`src/rtl/sha3_padder.sv`:
```
`default_nettype none
// ============================================================================
// Module   : sha3_padder
// Brief    : Packs a byte stream into rate blocks and applies SHA3 padding
//            (60 .. 00 .. 01, merged as 61) for the keccak message input.
// Revision : 1.0 - initial release
// ============================================================================
module sha3_padder #(
    parameter int D = 256,
    parameter int R = 1600 - 2 * D
) (
    input  logic         clk,
    input  logic         reset,
    input  logic [7:0]   in_data,
    input  logic         in_valid,
    input  logic         in_last,
    input  logic         in_empty,
    output logic         in_ready,
    output logic [R-1:0] block,
    output logic         block_valid,
    output logic         block_last,
    input  logic         block_ready
);
    localparam int RB = R / 8;
    localparam int CW = $clog2(RB);
    localparam logic [CW-1:0] CNT_LAST = CW'(RB - 1);

    typedef enum logic [1:0] {
        FILL = 2'd0,
        PAD  = 2'd1,
        OUT  = 2'd2
    } state_t;

    state_t        state, state_n;
    logic [R-1:0]  shreg;
    logic [CW-1:0] cnt, cnt_n;
    logic          pad_pending, pad_pending_n;
    logic          first_pad, first_pad_n;
    logic          last_r, last_n;
    logic          wr_en;
    logic [7:0]    wr_byte;
    logic          accept;
    logic          cnt_full;

    assign in_ready    = (state == FILL) && !reset;
    assign accept      = in_valid && in_ready;
    assign cnt_full    = (cnt == CNT_LAST);
    assign block       = shreg;
    assign block_valid = (state == OUT);
    assign block_last  = last_r;

    always_comb begin
        state_n       = state;
        cnt_n         = cnt;
        pad_pending_n = pad_pending;
        first_pad_n   = first_pad;
        last_n        = last_r;
        wr_en         = 1'b0;
        wr_byte       = in_data;
        case (state)
            FILL: begin
                if (accept) begin
                    if (!in_last) begin
                        wr_en = 1'b1;
                        if (cnt_full) begin
                            cnt_n   = '0;
                            last_n  = 1'b0;
                            state_n = OUT;
                        end else begin
                            cnt_n = cnt + CW'(1);
                        end
                    end else if (!in_empty) begin
                        wr_en = 1'b1;
                        if (cnt_full) begin
                            // Data filled the block exactly: a pad-only block follows
                            pad_pending_n = 1'b1;
                            last_n        = 1'b0;
                            cnt_n         = '0;
                            state_n       = OUT;
                        end else begin
                            cnt_n       = cnt + CW'(1);
                            first_pad_n = 1'b1;
                            state_n     = PAD;
                        end
                    end else begin
                        first_pad_n = 1'b1;
                        state_n     = PAD;
                    end
                end
            end
            PAD: begin
                wr_en       = 1'b1;
                first_pad_n = 1'b0;
                if (first_pad) begin
                    wr_byte = cnt_full ? 8'h61 : 8'h60;
                end else begin
                    wr_byte = cnt_full ? 8'h01 : 8'h00;
                end
                if (cnt_full) begin
                    cnt_n   = '0;
                    last_n  = 1'b1;
                    state_n = OUT;
                end else begin
                    cnt_n = cnt + CW'(1);
                end
            end
            OUT: begin
                if (block_ready) begin
                    if (pad_pending) begin
                        pad_pending_n = 1'b0;
                        first_pad_n   = 1'b1;
                        state_n       = PAD;
                    end else begin
                        state_n = FILL;
                    end
                end
            end
            default: begin
                state_n = FILL;
            end
        endcase
    end

    always_ff @(posedge clk) begin
        if (reset) begin
            state       <= FILL;
            shreg       <= '0;
            cnt         <= '0;
            pad_pending <= 1'b0;
            first_pad   <= 1'b0;
            last_r      <= 1'b0;
        end else begin
            state       <= state_n;
            cnt         <= cnt_n;
            pad_pending <= pad_pending_n;
            first_pad   <= first_pad_n;
            last_r      <= last_n;
            if (wr_en) begin
                shreg <= {shreg[R-9:0], wr_byte};
            end
        end
    end

endmodule
`default_nettype wire

```
`config.mk`:
```
export PLATFORM = sky130hd
export DESIGN_NAME = sha3_padder
export DESIGN_NICKNAME = d
export VERILOG_FILES = /design/src/rtl/sha3_padder.sv
export SDC_FILE = /design/constraint.sdc
export NUM_CORES = 2
export LEC_CHECK = 0
export CELL_PAD_IN_SITES_DETAIL_PLACEMENT = 2
export CELL_PAD_IN_SITES_GLOBAL_PLACEMENT = 2
export CORE_AREA = 2 2 435 437
export CTS_CLUSTER_SIZE = 25
export DETAILED_ROUTE_END_ITERATION = 10
export DIE_AREA = 0 0 437 439
export PLACE_DENSITY = 0.77
export SLEW_MARGIN = 25
export SYNTH_ARGS = -nofsm -noshare
export SYNTH_HDL_FRONTEND = slang
export SYNTH_SLANG_ARGS = --single-unit
```
`constraint.sdc`:
```
create_clock -name clk -period 2.6 [get_ports clk]
set_input_delay 0.52 -clock clk [delete_from_list [all_inputs] [get_ports clk]]
set_output_delay 0.52 -clock clk [all_outputs]
set_load 0.02 [all_outputs]
```
==> impl_results.md <==
* Total Neg Setup Slack at 0 ns
* Mapped Nets at 5053
* Full die area at 192000 um^2
* Data required time at the worst endpoint at 2.08 ns
* Nature of the critical path endpoint: primary output
* CTS max path bufs at 3
* Detailed router's first-iteration violation count at 2689
* Reg-to-reg critical path startpoint: state[1]
* Cell area after layout at 59900 um^2
* Syn-to-layout area delta at 44.1%
* Total number of vias at 43392
* First-pass DRT Iterations at 5
* Worst hold slack across all endpoints at 0.225 ns
* Number of violations of the max-capacitance limit at 0
* Resized Gates After CTS at 30
* Number of buffers inserted by post-CTS setup repair at 0
* Placement-stage cell area at 55400 um^2
* Number of synthesized register bits at 1101
* Worst path setup slack after routing at 0.0816 ns
* Startpoint class of the critical path: register
* Timing startpoint of the critical path: block[460]
* Endpoint of the lowest-slack register-to-register path: block[292]
* Post-detailed-placement half-perimeter wirelength at 151000 um
* CTS tree: done
* Number of top-level pins at 1105
* Synth Area in XOR/XNOR at 0%
* Critical Path Sink: block[460]
* Vertical extent of the die at 439 um
* Via count of the first global-routing pass at 45883
* Global placer's final weighted congestion at 0.869
* Worst Hold Class: input pin to register
* R2R Setup Slk at 0.55 ns
* Max Fanout on Critical Path at 3
* Number of pins with negative max-slew slack in the final report at 0
* Sinks on Clock Net at 1101
* Antenna viol nets, final at 0
* Remaining Overflow, GRT at 0
* Multiplexer fraction of the synthesized cell area at 0.120%
* Number of enable flip-flop cells after synthesis at 0
* Hold Vio Cnt, Final at 0
* Netlist area before placement at 41600 um^2
* Worst-path cell chain: clkdlybuf4s50_1
* Sequential cell area fraction in the yosys report at 53.0%
* Crit share post-route at 96.9%
* VDD IR-drop max at 0.439 mV
* Share of post-route cells with drive strength above 1 at 7.16%
* Most common cell after layout, fill and taps aside: dfxtp_1
* Hold buffers post-CTS at 0
* X dimension of the die at 437 um
* CTS clk-pin slew, worst paths at 0.06 ns
* Path depth of the worst reg2reg path at 4
* Commonest cells after routing, fill and taps aside: 1093 x dfxtp_1, 1092 x a21oi_1, 1084 x nand3_1
* Average wire per cell in the routed design at 25.3 um
* Crit path buf inv count at 1
* Global-route wire length before repair at 314000 um
* Warning count from the yosys run at 0
* Core Footprint at 187000 um^2
* Number of levels the H-tree was split into at 4
* Remaining max-slew budget at the tightest pin at 27.1%
* Fmax at 397 MHz
* Largest net degree at the start of global routing at 204
* Outcome: completed
* Stages on the worst setup path at 1
* Most instantiated flip-flop cell in the synthesis netlist: dfxtp_1
* Post-Place Worst Slack at 0.0302 ns
* RSZ-0062 raised after global routing: no
* Initial standard-cell utilization of the core at 22.2%
* Power per cell area at 634 nW/um^2
* DRC Markers at 0
* Count of buffers from port buffering at 1104
* Arrival time reported for the critical path endpoint at 2.00 ns
* Post-Synth Simple-Gate Area at 13.6%
* Slew at the pin with the worst max-slew slack at 1.09 ns
* Root buffer selected by CTS: clkbuf_16
* Clock insertion delay at the later pin of the skew report at 0.82 ns
* Type of the worst setup path: register to primary output
* Count of unique library cells instantiated by Yosys at 35
* Synthesized-area fraction occupied by adder cells at 0.0301%
* Library cell contributing the largest single delay on the critical path: clkdlybuf4s50_1
* Number of vias per cell at 5.12
* Number of standard cells after synthesis at 5038
* Critical path's top delay family: buffers and inverters
* Share of async-settable or async-resettable flops after synthesis at 0%
* Setup Skew at 0.0417 ns
* Post-layout minimum cycle time at 2.52 ns
* Final setup violation count at 0
* Combinational family with the most area after synthesis: compound AO/OA/AOI/OAI gates
* Global Route Usage Sum at 21.3%
* Static power due to leakage at 0.0184 uW
* Cell Rows at 159
* # nets final at 5884
* Antenna violations before repair at 7
* Fraction of the mapped netlist area in compound gates at 26.6%
* Critical path's largest stage delay at 0.70 ns
* Post-synthesis area per instance at 8.25 um^2
* Final routed wirelength across all metal layers at 214000 um
* Number of buffers created by CTS at 135
[cells in the mapped netlist, types with 6 or more instances]
library cell     n  area share (%)
clkbuf_1       298             2.7
dfxtp_1       1101              53
a311oi_1         6            0.13
nor2_1          12            0.11
buf_4           46            0.83
nand3_1       1084              13
buf_1           58            0.52
buf_2          199             2.4
o21ai_1        160             1.9
nand2_1         12            0.11
a21oi_1       1092              13
o21ai_0        925              11
[power by group]
part           internal, uW  switching (uW)  total (uW)
Clock                 11000            8120       19100
Sequential            16900            21.9       16900
Combinational           510            1480        1990
[routing by layer]
layer / up-vias / GRT usage, % / wire [um]
li1: 19804 / - / -
met1: 22077 / 23.8 / 83400
met2: 1131 / 36.9 / 106000
met3: 380 / 5.86 / 13800
met4: 0 / 10.9 / 11000
met5: - / 0 / 0
[final cells by class]
class	instances	area (um^2)
sequential	1101	22100
multi-input combinational	3328	16800
inverter	3	18.8
tap	2495	3120
antenna	8	20.0
clock inverter	43	460
timing repair buffer	1300	13400
fill	20962	127000
clock buffer	200	3980
[state kept, by name, indices dropped and copies added, names as in the netlist]
| register | flops |
|---|---|
| pad_pending | 1 |
| block | 1088 |
| block_last | 1 |
| cnt | 8 |
| first_pad | 1 |
| state | 2 |
[metrics by stage]
| step | std cells | util [%] | total power [uW] |
|---|---|---|---|
| final | 8478 | 32.0 | 38000 |
| after global routing | 8477 | 32.0 | 39400 |
| after global placement | 8227 | 29.7 | 19300 |
| after CTS | 8470 | 32.0 | 38500 |
| after detailed placement | 8227 | 29.7 | 19300 |
| after floorplan | 5038 | - | 18400 |
[cell families (layout without fill, tap and decap cells)]
| kind of cell | after synthesis | count (layout) |
|---|---|---|
| muxes | 5 | 5 |
| other | 0 | 8 |
| DFF | 1101 | 1101 |
| AOI/OAI and AO/OA | 2195 | 2195 |
| adders and majority gates | 1 | 1 |
| and+or+nand+nor | 1127 | 1127 |
| buffers and inverters | 609 | 1546 |
[how the worst min path moves through the flow]
stage,start,to,slack [ns],cells past startpoint
6_report,reset,block[327],0.22,3
5_1_grt,reset,block[405],0.20,3
4_1_cts,reset,block[327],0.16,3
3_5_place_dp,block_last,block_last,0.47,2
3_3_place_gp,block[1087],block[1087],0.46,2
2_1_floorplan,cnt[7],cnt[7],0.45,2
Note: power is estimated with default switching activity, not from simulation.
